[src/rtl/lif_pkg.sv]
// Shared constants for the leaky integrate-and-fire neuron array.
// Holds the default parameter values and the configuration values that
// reset restores (threshold, leak shift, refractory length).
package lif_pkg;
  localparam int DEF_N      = 4;
  localparam int DEF_W      = 8;
  localparam int DEF_LEAK_W = 3;
  localparam int DEF_REF_W  = 4;

  localparam int RST_THRESHOLD = 8;
  localparam int RST_LEAK      = 1;
  localparam int RST_REFRAC    = 2;
endpackage

[src/rtl/lif_cell.sv]
// One LIF neuron channel: leak, saturating integrate, threshold compare,
// and refractory countdown.
// Ports:
//   clk, reset        clock, synchronous active-high reset
//   en                integration step strobe
//   current [W]       input current for this channel
//   threshold/leak/refrac  broadcast configuration (registered in the top)
//   state [W]         registered membrane state
//   spike             registered one-cycle spike pulse
//   refrac_active     high while the refractory counter is nonzero
module lif_cell
  import lif_pkg::*;
#(
  parameter int W      = DEF_W,
  parameter int LEAK_W = DEF_LEAK_W,
  parameter int REF_W  = DEF_REF_W
) (
  input  logic              clk,
  input  logic              reset,
  input  logic              en,
  input  logic [W-1:0]      current,
  input  logic [W-1:0]      threshold,
  input  logic [LEAK_W-1:0] leak,
  input  logic [REF_W-1:0]  refrac,
  output logic [W-1:0]      state,
  output logic              spike,
  output logic              refrac_active
);
  logic [W-1:0]     leaked;
  logic [W:0]       ns_wide;
  logic [W-1:0]     ns_sat;
  logic             fire;
  logic [REF_W-1:0] cnt;

  assign leaked = (leak == '0) ? '0 : (state >> leak);
  // state - leaked never underflows, so one extra bit catches the add carry.
  assign ns_wide = {1'b0, state} - {1'b0, leaked} + {1'b0, current};
  assign ns_sat  = ns_wide[W] ? '1 : ns_wide[W-1:0];
  assign fire    = (ns_sat >= threshold);
  assign refrac_active = (cnt != '0);

  always_ff @(posedge clk) begin
    if (reset) begin
      state <= '0;
      spike <= 1'b0;
      cnt   <= '0;
    end else begin
      spike <= 1'b0;
      if (en) begin
        if (refrac_active) begin
          cnt   <= cnt - REF_W'(1);
          state <= '0;
        end else if (fire) begin
          state <= '0;
          spike <= 1'b1;
          cnt   <= refrac;
        end else begin
          state <= ns_sat;
        end
      end
    end
  end
endmodule

[src/rtl/lif_array.sv]
// Array of N independent LIF neuron channels sharing one set of
// configuration registers.
// Ports:
//   clk, reset        clock, synchronous active-high reset
//   en                integration step strobe (one step per enabled cycle)
//   current [N*W]     per-channel current, channel i at [i*W +: W]
//   cfg_we            loads cfg_threshold/cfg_leak/cfg_refrac at the edge
//   state [N*W]       registered membrane state, same packing as current
//   spike [N]         registered one-cycle spike pulses
//   refrac_active [N] per-channel refractory flag
module lif_array
  import lif_pkg::*;
#(
  parameter int N      = DEF_N,
  parameter int W      = DEF_W,
  parameter int LEAK_W = DEF_LEAK_W,
  parameter int REF_W  = DEF_REF_W
) (
  input  logic              clk,
  input  logic              reset,
  input  logic              en,
  input  logic [N*W-1:0]    current,
  input  logic              cfg_we,
  input  logic [W-1:0]      cfg_threshold,
  input  logic [LEAK_W-1:0] cfg_leak,
  input  logic [REF_W-1:0]  cfg_refrac,
  output logic [N*W-1:0]    state,
  output logic [N-1:0]      spike,
  output logic [N-1:0]      refrac_active
);
  // Cells see only the registered config, so a step coinciding with a
  // write still uses the previous values.
  logic [W-1:0]      thr_q;
  logic [LEAK_W-1:0] leak_q;
  logic [REF_W-1:0]  refrac_q;

  always_ff @(posedge clk) begin
    if (reset) begin
      thr_q    <= W'(RST_THRESHOLD);
      leak_q   <= LEAK_W'(RST_LEAK);
      refrac_q <= REF_W'(RST_REFRAC);
    end else if (cfg_we) begin
      thr_q    <= cfg_threshold;
      leak_q   <= cfg_leak;
      refrac_q <= cfg_refrac;
    end
  end

  for (genvar i = 0; i < N; i++) begin : g_cell
    lif_cell #(.W(W), .LEAK_W(LEAK_W), .REF_W(REF_W)) u_cell (
      .clk           (clk),
      .reset         (reset),
      .en            (en),
      .current       (current[i*W +: W]),
      .threshold     (thr_q),
      .leak          (leak_q),
      .refrac        (refrac_q),
      .state         (state[i*W +: W]),
      .spike         (spike[i]),
      .refrac_active (refrac_active[i])
    );
  end
endmodule

[config.mk]
export PLATFORM = sky130hd
export DESIGN_NAME = lif_array
export DESIGN_NICKNAME = d
export VERILOG_FILES = /design/src/rtl/lif_pkg.sv /design/src/rtl/lif_cell.sv /design/src/rtl/lif_array.sv
export SDC_FILE = /design/constraint.sdc
export NUM_CORES = 1
export LEC_CHECK = 0
export CORE_MARGIN = 10
export CORE_UTILIZATION = 62
export CTS_BUF_LIST = sky130_fd_sc_hd__clkbuf_16
export DETAILED_ROUTE_END_ITERATION = 16
export GPL_TIMING_DRIVEN = 0
export PLACE_DENSITY = 0.95
export SYNTH_ARGS = -nofsm -noshare
export SYNTH_HDL_FRONTEND = slang
export SYNTH_HIERARCHICAL = 1
export SYNTH_SLANG_ARGS = --single-unit
[constraint.sdc]
create_clock -name clk -period 7.7 [get_ports clk]
set_input_delay 2.31 -clock clk [delete_from_list [all_inputs] [get_ports clk]]
set_output_delay 2.31 -clock clk [all_outputs]
set_load 0.02 [all_outputs]
==> impl_metrics.toml <==
[worst_hold_path]
worstHoldEndpoint = "g_cell[2].u_cell/cnt[0]"
hold_start = "g_cell[2].u_cell/cnt[0]"
whs_path_depth = 2
timing.hold.worst.class = "reg2reg"

[global_route]
globalRouteOverflowTotal = 0
grt_antenna_before_repair = 0
grt_use_met1_pct = 27.5
track_usage_pct = 24.1
grt_pass1_vias = 7092
global_route.usage.met3_pct = 5.62
busiest_layer = "met2"
grt_start_max_net_pins = 22
global_route_wire_length_before_repair_mm = 33.2
globalRouteMet2Util_pct = 41.0

[floorplan]
std_cell_rows = 39
core_area_um2 = 11400
die_height_um = 128
width_of_the_die_um = 128
ios = 91
floorplan.die_area_um2 = 16400
start_util_pct = 63.4

[place]
post-dp-hpwl_mm = 15.3
post_dp_cell_area_um2 = 8310
port_buffers = 89
globalplace.congestion = 0.926
place_worst_setup_slack_ns = 1.01
dp_cells = 1131

[finish]
layout.filler_cells = 814
synthToLayoutAreaGrowth_pct = 18.7
design_area_um2 = 8600
most_common_cell_after_layout_fill_and_taps_aside = "sky130_fd_sc_hd__inv_1"
fin_cells = 1147
finish.net_count = 1154
n_diodes = 0
drive_gt1_share_pct = 6.97
most-common-layout-cells = "sky130_fd_sc_hd__inv_1, sky130_fd_sc_hd__clkdlybuf4s50_1, sky130_fd_sc_hd__ha_1"

[sta]
max_freq_mhz = 157
final_critical_path_share_of_the_clock_period_pct = 82.8
timing.hold.ws_ns = 0.501
drv_slew = 0
fin_setup_tns_ns = 0
clock_skew_ns = 0.00566
max_slew.worst_pin.slew_ns = 0.872
worst_slack_ns = 1.32
post_layout_min_period_ns = 6.38
report.final.setup_viol = 0
slew_headroom_pct = 41.7
grt_setup_unrepaired = "no"
number_of_failing_hold_endpoints_at_the_final_stage = 0

[clocking]
postCtsSetupBuffers = 0
clock_insertion_delay_worst_skew_ns = 0.34
cts_stage_hold_buffer_count = 0
tritoncts = "yes"
htree_num_levels = 3
clkTransAtPathRegs_ns = 0.06
clock_path_buffers = 2
post_cts.resized_instances = 0
cts_root_buf = "sky130_fd_sc_hd__clkbuf_16"
clock-sinks = 67
cts_buffers = 9

[route]
detail_route.wl_per_cell_um = 17.5
totalWireLength_mm = 20.1
avgViaCountPerCell = 6.23
drtIter0Drc = 688
drc = 0
postRouteAntennaNets = 0
drt_pass_1_iters = 5
routed-via-count = 7144

[setup_path]
r2r_slack_ns = 1.86
rr_startpoint = "leak_q[0]"
timing.critical_path.from_type = "primary input"
r2r_cells = 19
crit_path_end_kind = "register"
critical_path_peak_fanout = 9
cp_data_required_time_ns = 7.98
timing.setup.critical_path_class = "in2reg"
cp.arrival_ns = 6.66
reg2reg_to = "g_cell[0].u_cell/state[7]"

[synthesis]
synth_enable_flop_cells = 0
yosys_most_used_dff = "sky130_fd_sc_hd__dfxtp_1"
synth.ff_latch_count = 67
synth.lib_cells_used.distinct = 92
synth.cell_area_um2 = 7240
synth_warnings = 6
area_share_of_the_largest_cell_type_after_synthesis_pct = 18.5
synthesis.nets = 1054
synth.yosys.seq_area_share_pct = 18.5
netlist_top_cells_area = "sky130_fd_sc_hd__dfxtp_1, sky130_fd_sc_hd__ha_1, sky130_fd_sc_hd__inv_1"
async_flop_share_pct = 0
synth.avg_cell_area_um2 = 8.06
yosys.area.top_type = "sky130_fd_sc_hd__dfxtp_1"
netlist_instances = 899

[power_and_ir_drop]
vdd_ir_drop_max_v = 0.000274
power.density_cell_area_nw_per_um2 = 508
leakage_power_nw = 3.69

[outcome]
run_status = "complete, no violations"

[flow_run]
maxCapViolations = 0
## power breakdown
group	switching [mW]	internal [mW]	leakage [nW]
sequential	0.161	0.460	0.548
clock	0.154	0.246	0.138
combinational	1.89	1.45	3.01
## layout make-up
cell class | count | area [um2] | share of cell area, %
plain buffers | 28 | 178 | 2.07
clock buffers | 9 | 225 | 2.62
clock inverters | 7 | 58.8 | 0.684
inverters | 153 | 574 | 6.68
multi-input cells | 651 | 5150 | 59.9
flip-flops and latches | 67 | 1340 | 15.6
well taps | 143 | 179 | 2.08
repair buffers | 89 | 891 | 10.4
## metal layers
metal | wire [um] | share of wire, % | up-vias
met5 | 0 | 0 | -
met4 | 813 | 4.0 | 0
met3 | 1520 | 7.5 | 67
met2 | 9640 | 48 | 312
met1 | 8120 | 40 | 3359
li1 | - | - | 3406
## Yosys cell counts (all sizes together), types with 7 or more instances
cell / number
inv: 153
ha: 76
nand2: 70
dfxtp: 67
nor2: 65
o21ai: 54
a21oi: 52
fa: 28
a22o: 26
nor3: 25
a211oi: 21
mux2i: 21
nor2b: 17
a21o: 15
clkbuf: 14
buf: 13
o22ai: 13
a311oi: 10
nand2b: 9
a221oi: 8
nor3b: 8
o21a: 8
a21boi: 7
## per-stage QoR
step / total power, mW / utilization, %
2_1_floorplan: 3.07 / -
3_3_place_gp: 3.72 / 72.8
3_5_place_dp: 3.88 / 72.8
6_report: 4.36 / 75.3
4_1_cts: 4.32 / 75.3
5_1_grt: 4.77 / 75.3
## cell families after synthesis
logic type | Yosys count | share of synthesized area [%]
adder cells (fa/ha/maj) | 104 | 20.9
AO/OA/AOI/OAI | 277 | 29.0
AND/OR/NAND/NOR | 240 | 17.2
buffers and inverters | 181 | 10.4
multiplexers | 24 | 3.37
flip-flops | 67 | 18.5
XOR/XNOR | 6 | 0.726
## worst max-delay path by stage
stage	startpoint	endpoint	slack [ns]	cells after the start
detailed placement	current[9]	g_cell[1].u_cell/state[3]	1.01	14
finish	current[9]	g_cell[1].u_cell/state[0]	1.32	14
global route	current[1]	g_cell[0].u_cell/state[3]	1.0	14
CTS	current[9]	g_cell[1].u_cell/state[7]	1.34	14
floorplan	current[4]	g_cell[0].u_cell/state[7]	2.03	16
global placement	current[9]	g_cell[1].u_cell/state[7]	1.11	14
## flip-flops by register name, summed over array words and instances, names as in the netlist
name	count
g_cell.u_cell/spike	4
g_cell.u_cell/cnt	16
refrac_q	4
g_cell.u_cell/state	32
thr_q	8
leak_q	3
## critical path, stage by stage
cell and delay [ns]:
sky130_fd_sc_hd__clkdlybuf4s50_1 0.45, sky130_fd_sc_hd__inv_1 0.05, sky130_fd_sc_hd__fa_1 0.54, sky130_fd_sc_hd__fa_1 0.46
sky130_fd_sc_hd__and2b_4 0.29, sky130_fd_sc_hd__o31ai_2 0.08, sky130_fd_sc_hd__a311oi_4 0.49, sky130_fd_sc_hd__o22ai_1 0.21
sky130_fd_sc_hd__ha_1 0.32, sky130_fd_sc_hd__a211oi_1 0.25, sky130_fd_sc_hd__o21ai_0 0.23, sky130_fd_sc_hd__a21o_2 0.28
sky130_fd_sc_hd__nor2_1 0.44, sky130_fd_sc_hd__a22o_1 0.23
No activity file was read; power rests on OpenSTA's default activity.
